===== src/rtl/div_array_seq_arbiter_if.sv =====
// Bundle of the two request channels, the shared divider array hookup and the
// held response channel between the client pipelines and the sequencer.
interface div_array_seq_arbiter_if;
  logic        req0_valid;
  logic        req0_ready;
  logic [15:0] req0_n;
  logic [7:0]  req0_d;
  logic        req1_valid;
  logic        req1_ready;
  logic [15:0] req1_n;
  logic [7:0]  req1_d;
  logic [15:0] div_n;
  logic [7:0]  div_d;
  logic [7:0]  div_q;
  logic [7:0]  div_r;
  logic        resp_valid;
  logic        resp_ready;
  logic        resp_id;
  logic [7:0]  resp_q;
  logic [7:0]  resp_r;
  logic        resp_dz;
  logic        resp_ovf;

  modport slave (
    input  req0_valid, req0_n, req0_d, req1_valid, req1_n, req1_d,
           div_q, div_r, resp_ready,
    output req0_ready, req1_ready, div_n, div_d,
           resp_valid, resp_id, resp_q, resp_r, resp_dz, resp_ovf
  );

  modport master (
    output req0_valid, req0_n, req0_d, req1_valid, req1_n, req1_d,
           div_q, div_r, resp_ready,
    input  req0_ready, req1_ready, div_n, div_d,
           resp_valid, resp_id, resp_q, resp_r, resp_dz, resp_ovf
  );
endinterface


===== src/rtl/div_array_seq_arbiter.sv =====
// Round-robin sequencer for one shared combinational 16/8 array divider: the
// array is treated as a multicycle path of SETTLE_CYCLES edges.
module div_array_seq_arbiter #(
  parameter int SETTLE_CYCLES = 3,
  parameter int CNT_W         = 4
) (
  input  logic                   clk,
  input  logic                   rst_n,
  div_array_seq_arbiter_if.slave bus,
  output logic                   busy
);
  typedef enum logic [1:0] {IDLE, SETTLE, RESP} state_t;

  state_t           state_q, state_d;
  logic [CNT_W-1:0] cnt_q, cnt_d;
  logic             last_q, last_d;
  logic [15:0]      dn_q, dn_d;
  logic [7:0]       dd_q, dd_d;
  logic             rv_q, rv_d;
  logic             rid_q, rid_d;
  logic             rdz_q, rdz_d;
  logic             rovf_q, rovf_d;
  logic [7:0]       rq_q, rq_d;
  logic [7:0]       rr_q, rr_d;

  logic             gnt_vld, gnt_id;
  logic [15:0]      sel_n;
  logic [7:0]       sel_d;

  // Tie goes to the requester that did not win last time.
  always_comb begin
    gnt_vld = bus.req0_valid | bus.req1_valid;
    gnt_id  = (bus.req0_valid & bus.req1_valid) ? ~last_q : bus.req1_valid;
    sel_n   = gnt_id ? bus.req1_n : bus.req0_n;
    sel_d   = gnt_id ? bus.req1_d : bus.req0_d;
  end

  assign bus.req0_ready = (state_q == IDLE) & gnt_vld & ~gnt_id;
  assign bus.req1_ready = (state_q == IDLE) & gnt_vld &  gnt_id;

  always_comb begin
    state_d = state_q;
    cnt_d   = cnt_q;
    last_d  = last_q;
    dn_d    = dn_q;
    dd_d    = dd_q;
    rv_d    = rv_q;
    rid_d   = rid_q;
    rdz_d   = rdz_q;
    rovf_d  = rovf_q;
    rq_d    = rq_q;
    rr_d    = rr_q;
    unique case (state_q)
      IDLE: begin
        if (gnt_vld) begin
          dn_d   = sel_n;
          dd_d   = sel_d;
          rid_d  = gnt_id;
          last_d = gnt_id;
          // Out-of-range operations are answered without the array.
          if (sel_d == 8'h00) begin
            state_d = RESP;
            rq_d    = 8'hFF;
            rr_d    = sel_n[7:0];
            rdz_d   = 1'b1;
            rovf_d  = 1'b0;
          end else if (sel_n[15:8] >= sel_d) begin
            state_d = RESP;
            rq_d    = 8'hFF;
            rr_d    = sel_n[7:0];
            rdz_d   = 1'b0;
            rovf_d  = 1'b1;
          end else begin
            state_d = SETTLE;
            cnt_d   = CNT_W'(SETTLE_CYCLES - 1);
          end
        end
      end
      SETTLE: begin
        if (cnt_q != '0) begin
          cnt_d = cnt_q - CNT_W'(1);
        end else begin
          rq_d    = bus.div_q;
          rr_d    = bus.div_r;
          rdz_d   = 1'b0;
          rovf_d  = 1'b0;
          rv_d    = 1'b1;
          state_d = RESP;
        end
      end
      RESP: begin
        // Early answers enter RESP with valid still low; raise it one edge later.
        if (!rv_q) begin
          rv_d = 1'b1;
        end else if (bus.resp_ready) begin
          rv_d    = 1'b0;
          state_d = IDLE;
        end
      end
      default: state_d = IDLE;
    endcase
  end

  always_ff @(posedge clk or negedge rst_n) begin
    if (!rst_n) begin
      state_q <= IDLE;
      cnt_q   <= '0;
      last_q  <= 1'b1;
      dn_q    <= '0;
      dd_q    <= '0;
      rv_q    <= 1'b0;
      rid_q   <= 1'b0;
      rdz_q   <= 1'b0;
      rovf_q  <= 1'b0;
      rq_q    <= '0;
      rr_q    <= '0;
    end else begin
      state_q <= state_d;
      cnt_q   <= cnt_d;
      last_q  <= last_d;
      dn_q    <= dn_d;
      dd_q    <= dd_d;
      rv_q    <= rv_d;
      rid_q   <= rid_d;
      rdz_q   <= rdz_d;
      rovf_q  <= rovf_d;
      rq_q    <= rq_d;
      rr_q    <= rr_d;
    end
  end

  assign bus.div_n      = dn_q;
  assign bus.div_d      = dd_q;
  assign bus.resp_valid = rv_q;
  assign bus.resp_id    = rid_q;
  assign bus.resp_q     = rq_q;
  assign bus.resp_r     = rr_q;
  assign bus.resp_dz    = rdz_q;
  assign bus.resp_ovf   = rovf_q;
  assign busy           = (state_q != IDLE);
endmodule

===== src/flat_wrapper.sv =====
// flat-port wrapper written by rule: the top's interface ports become plain ports
module div_array_seq_arbiter_flat 
#(
  parameter int SETTLE_CYCLES = 3,
  parameter int CNT_W         = 4
)
  (clk, rst_n, busy, bus_req0_valid, bus_req0_n, bus_req0_d, bus_req1_valid, bus_req1_n, bus_req1_d, bus_div_q, bus_div_r, bus_resp_ready, bus_req0_ready, bus_req1_ready, bus_div_n, bus_div_d, bus_resp_valid, bus_resp_id, bus_resp_q, bus_resp_r, bus_resp_dz, bus_resp_ovf);
  div_array_seq_arbiter_if bus_i ();
  input  logic clk;
  input  logic rst_n;
  output logic busy;
  input wire logic [$bits(bus_i.req0_valid)-1:0] bus_req0_valid;
  input wire logic [$bits(bus_i.req0_n)-1:0] bus_req0_n;
  input wire logic [$bits(bus_i.req0_d)-1:0] bus_req0_d;
  input wire logic [$bits(bus_i.req1_valid)-1:0] bus_req1_valid;
  input wire logic [$bits(bus_i.req1_n)-1:0] bus_req1_n;
  input wire logic [$bits(bus_i.req1_d)-1:0] bus_req1_d;
  input wire logic [$bits(bus_i.div_q)-1:0] bus_div_q;
  input wire logic [$bits(bus_i.div_r)-1:0] bus_div_r;
  input wire logic [$bits(bus_i.resp_ready)-1:0] bus_resp_ready;
  output wire logic [$bits(bus_i.req0_ready)-1:0] bus_req0_ready;
  output wire logic [$bits(bus_i.req1_ready)-1:0] bus_req1_ready;
  output wire logic [$bits(bus_i.div_n)-1:0] bus_div_n;
  output wire logic [$bits(bus_i.div_d)-1:0] bus_div_d;
  output wire logic [$bits(bus_i.resp_valid)-1:0] bus_resp_valid;
  output wire logic [$bits(bus_i.resp_id)-1:0] bus_resp_id;
  output wire logic [$bits(bus_i.resp_q)-1:0] bus_resp_q;
  output wire logic [$bits(bus_i.resp_r)-1:0] bus_resp_r;
  output wire logic [$bits(bus_i.resp_dz)-1:0] bus_resp_dz;
  output wire logic [$bits(bus_i.resp_ovf)-1:0] bus_resp_ovf;
  assign bus_i.req0_valid = bus_req0_valid;
  assign bus_i.req0_n = bus_req0_n;
  assign bus_i.req0_d = bus_req0_d;
  assign bus_i.req1_valid = bus_req1_valid;
  assign bus_i.req1_n = bus_req1_n;
  assign bus_i.req1_d = bus_req1_d;
  assign bus_i.div_q = bus_div_q;
  assign bus_i.div_r = bus_div_r;
  assign bus_i.resp_ready = bus_resp_ready;
  assign bus_req0_ready = bus_i.req0_ready;
  assign bus_req1_ready = bus_i.req1_ready;
  assign bus_div_n = bus_i.div_n;
  assign bus_div_d = bus_i.div_d;
  assign bus_resp_valid = bus_i.resp_valid;
  assign bus_resp_id = bus_i.resp_id;
  assign bus_resp_q = bus_i.resp_q;
  assign bus_resp_r = bus_i.resp_r;
  assign bus_resp_dz = bus_i.resp_dz;
  assign bus_resp_ovf = bus_i.resp_ovf;
  div_array_seq_arbiter #(.SETTLE_CYCLES(SETTLE_CYCLES), .CNT_W(CNT_W)) u_core (.clk(clk), .rst_n(rst_n), .bus(bus_i), .busy(busy));
endmodule

===== config.mk =====
export PLATFORM = sky130hd
export DESIGN_NAME = div_array_seq_arbiter_flat
export DESIGN_NICKNAME = d
export VERILOG_FILES = /design/src/rtl/div_array_seq_arbiter_if.sv /design/src/rtl/div_array_seq_arbiter.sv /design/src/flat_wrapper.sv
export SDC_FILE = /design/constraint.sdc
export NUM_CORES = 1
export LEC_CHECK = 0
export ABC_AREA = 1
export BUFFER_PORTS_ARGS = -buffer_cell sky130_fd_sc_hd__buf_2
export CORE_UTILIZATION = 35
export DETAILED_ROUTE_END_ITERATION = 6
export GPL_ROUTABILITY_DRIVEN = 1
export PLACE_DENSITY = 0.7
export SLEW_MARGIN = 20
export SYNTH_ARGS = -nofsm -noshare
export SYNTH_HDL_FRONTEND = slang
export SYNTH_SLANG_ARGS = --single-unit
export TNS_END_PERCENT = 50

===== constraint.sdc =====
create_clock -name clk -period 5.14 [get_ports clk]
set_clock_uncertainty 0.05 [all_clocks]
set_input_delay 1.285 -clock clk [delete_from_list [all_inputs] [get_ports clk]]
set_output_delay 1.285 -clock clk [all_outputs]
set_load 0.02 [all_outputs]

==> results.tsv <==
stage	metric	value	unit
worst_setup_path	R2R cell count	15	
cells_and_area	Layout fillers	840	
logic_synthesis	Post-Synth XOR/XNOR Area	0.00609	
floorplan	Core Footprint	0.00785	mm2
logic_synthesis	top cells by count, synth	nand2_1 (127), dfrtp_1 (50), o21ai_0 (27)	
worst_setup_path	RR Startpoint	u_core.last_q	
pwr	Net Sw Frac	0.484	
min_path	Tightest Hold Check Type	reg -> reg	
place	DP Worst Slack	1.11	ns
logic_synthesis	largest cells by area after synthesis	dfrtp_1 (44%), nand2_1 (17%), o21ai_0 (4.7%)	
worst_setup_path	Worst Path Required	3.81	ns
logic_synthesis	Synth Area in Adders	0.0435	
worst_setup_path	Arr. time, crit path	2.66	ns
clock_network	clock slew at reported path FFs	0.10	ns
sta	RSZ-0062 raised after global routing	false	
clock_network	CTS resizes	0	
sta	fin crit share	0.778	
logic_synthesis	Gate Count Post-Synth	352	
min_path	HP Start	u_core.bus.resp_r[3]	
logic_synthesis	most frequent cell after synthesis	nand2_1	
logic_synthesis	main combinational cell family by area after synthesis	simple AND/OR/NAND/NOR gates	
pwr	Max VDD drop	197	uV
logic_synthesis	Mean Syn Cell Area	8.17	um2
worst_setup_path	crit path launch type	input port	
min_path	Hold EP	u_core.bus.resp_r[3]	
place	detailed placer's ending HPWL	5340	um
logic_synthesis	Post-synth EDFFs	0	
global_routing	vias in the first global route	2440	
cells_and_area	# diodes	0	
run_status	status	finished clean	
global_routing	gr usage total	0.165	
route	drt drc	0	
logic_synthesis	Synth Net Count	431	
logic_synthesis	Mapped Area	0.00288	mm2
cells_and_area	synthesis-to-finish area growth	24.0	%
cells_and_area	share of post-route cells with drive strength above 1	0.326	
logic_synthesis	Compound-Gate Fraction of Synth Area	0.0831	
global_routing	initial antenna violation count	0	
logic_synthesis	Synth top area share	0.435	
worst_setup_path	WS Path Type	in -> out	
route	drt via density	4.70	
clock_network	CTS root buf	clkbuf_8	
floorplan	I/O pins	116	
pwr	Clock power frac	0.113	
pwr	LEAKAGE	1.99	nW
route	WL/cell	12.3	um
sta	endpoints failing setup	0	
pwr	P_int	1.11	mW
flow_run	max_cap viols	0	
place	gpl congestion	0.778	
logic_synthesis	Yosys warnings	0	
sta	Slew Limit Fails	0	
sta	final hold violations	0	
logic_synthesis	largest area contributor in the netlist	dfrtp_1	
logic_synthesis	dominant synthesized flop cell	dfrtp_1	
sta	maximum clock rate	0.250	GHz
logic_synthesis	post-synthesis mux area share	0.0313	
pwr	Reg power frac	0.333	
sta	minimum clock period	4.00	ns
global_routing	first-pass GRT wire length	11200	um
sta	worst slew pin tran	0.943	ns
clock_network	clock buffer depth	2	
route	final wirelength	6910	um
floorplan	die width	92.6	um
route	TritonRoute pass-1 iters	4	
clock_network	clock tree from TritonCTS	done	
floorplan	site row count	32	
global_routing	grt total ovfl	0	
route	Final ANT Viol Nets	0	
clock_network	number of H-tree levels	2	
place	Port-buffer cells	115	
worst_setup_path	flop2flop setup slack	2.18	ns
pwr	Comb pwr share	0.553	
worst_setup_path	critical path endpoint category	output port	
floorplan	die area	0.00858	mm2
logic_synthesis	register area share after synthesis	0.444	
global_routing	largest net degree at the start of global routing	52	
sta	Setup WS post-layout	1.14	ns
clock_network	Setup Buffers After CTS	0	
min_path	Hold Path Depth	2	
sta	Worst slew margin	0.371	
clock_network	CTS Sinks	51	
clock_network	clk_lat worst skew	0.29	ns
cells_and_area	Nets	538	
logic_synthesis	Async S/R FF share, synth	1.00	
clock_network	total CTS buffers	5	
worst_setup_path	worst-path fanout max	39	
floorplan	Die Y	92.6	um
sta	setup TNS	0	ns
pwr	Power Density	603	mW/mm2
floorplan	Starting Density	0.366	
logic_synthesis	area fraction in and, or, nand and nor cells after synthesis	0.315	
logic_synthesis	distinct cell type count after synthesis	31	
worst_setup_path	FF-to-FF End	u_core.bus.resp_q[6]	
route	First DRT Iteration DRCs	82	
logic_synthesis	#FFs+latches synth	51	
clock_network	CTS Hold Bufs	0	
route	via count	2642	
pwr	net switching power	1.04	mW
[cell usage in the layout, fill, tap and decap left out, drive strengths merged]
cell type  count
inv           26
dfstp          1
a21oi          7
xnor2          2
nand2        134
clkinvlp       1
nand3b         7
nor3           1
nand3         25
or2            8
clkinv         1
o21ai         29
a31oi          7
mux2i          9
clkbuf         6
dfrtp         50
buf          116
ha            10
nor2          20
[cell families after synthesis]
family	count (synthesis)
adders and majority gates	10
muxes	9
xor gates and xnor gates	2
buffers and inverters	42
and+or+nand+nor	195
AOI/OAI and AO/OA	43
DFF	51
[metal layers]
metal,global-route usage,vias up,share of wire
met5,0,-,0
li1,-,1339,-
met4,0.0462,0,0.0078
met1,0.223,1214,0.47
met2,0.272,83,0.47
met3,0.0312,6,0.060
[flip-flops by register name, indices dropped and copies added (netlist names), 2 cells and up]
register,count
u_core.cnt_q,4
u_core.bus.div_n,16
u_core.bus.div_d,8
u_core.bus.resp_q,8
u_core.state_q,2
u_core.bus.resp_r,8
[final cells by class]
cell class | count | area [um2] | area share
timing repair buffer | 116 | 586 | 0.164
sequential | 51 | 1280 | 0.358
inverter | 26 | 97.6 | 0.0274
clock buffer | 6 | 82.6 | 0.0232
clock inverter | 2 | 16.3 | 0.00456
tap | 102 | 128 | 0.0358
multi-input combinational | 259 | 1380 | 0.387
[stage by stage]
step	instance area, um2	instances	total power, mW	hold slack [ns]	utilization
floorplan	2880	352	1.62	0.414	-
global placement	3460	554	1.89	0.401	0.441
detailed placement	3460	554	1.93	0.407	0.441
CTS	3560	562	2.17	0.432	0.454
global route	3570	562	2.35	0.455	0.454
finish	3570	562	2.15	0.426	0.454
[worst max-delay path, cell delays in order]
cell,delay [ns]
buf_2,0.24
inv_1,0.12
a21oi_4,0.34
inv_2,0.33
nor2_1,0.16
buf_2,0.18
[power by group through the flow]
stage	logic (mW)	clock network, mW	registers (mW)
floorplan	0.697	0	0.923
global placement	1.18	0	0.717
detailed placement	1.20	0	0.722
CTS	1.20	0.253	0.716
global route	1.34	0.270	0.740
finish	1.19	0.244	0.716
[worst max-delay path by stage]
stage | slack (ns) | start | endpoint | cells after the start
floorplan | 1.52 | bus_req1_valid | bus_req0_ready | 6
global placement | 1.15 | bus_req1_valid | bus_req0_ready | 6
detailed placement | 1.11 | bus_req1_valid | bus_req0_ready | 6
CTS | 1.10 | bus_req1_valid | bus_req0_ready | 6
global route | 0.96 | bus_req1_valid | bus_req0_ready | 6
finish | 1.14 | bus_req1_valid | bus_req0_ready | 6
Power figures use the tool's default switching activity.
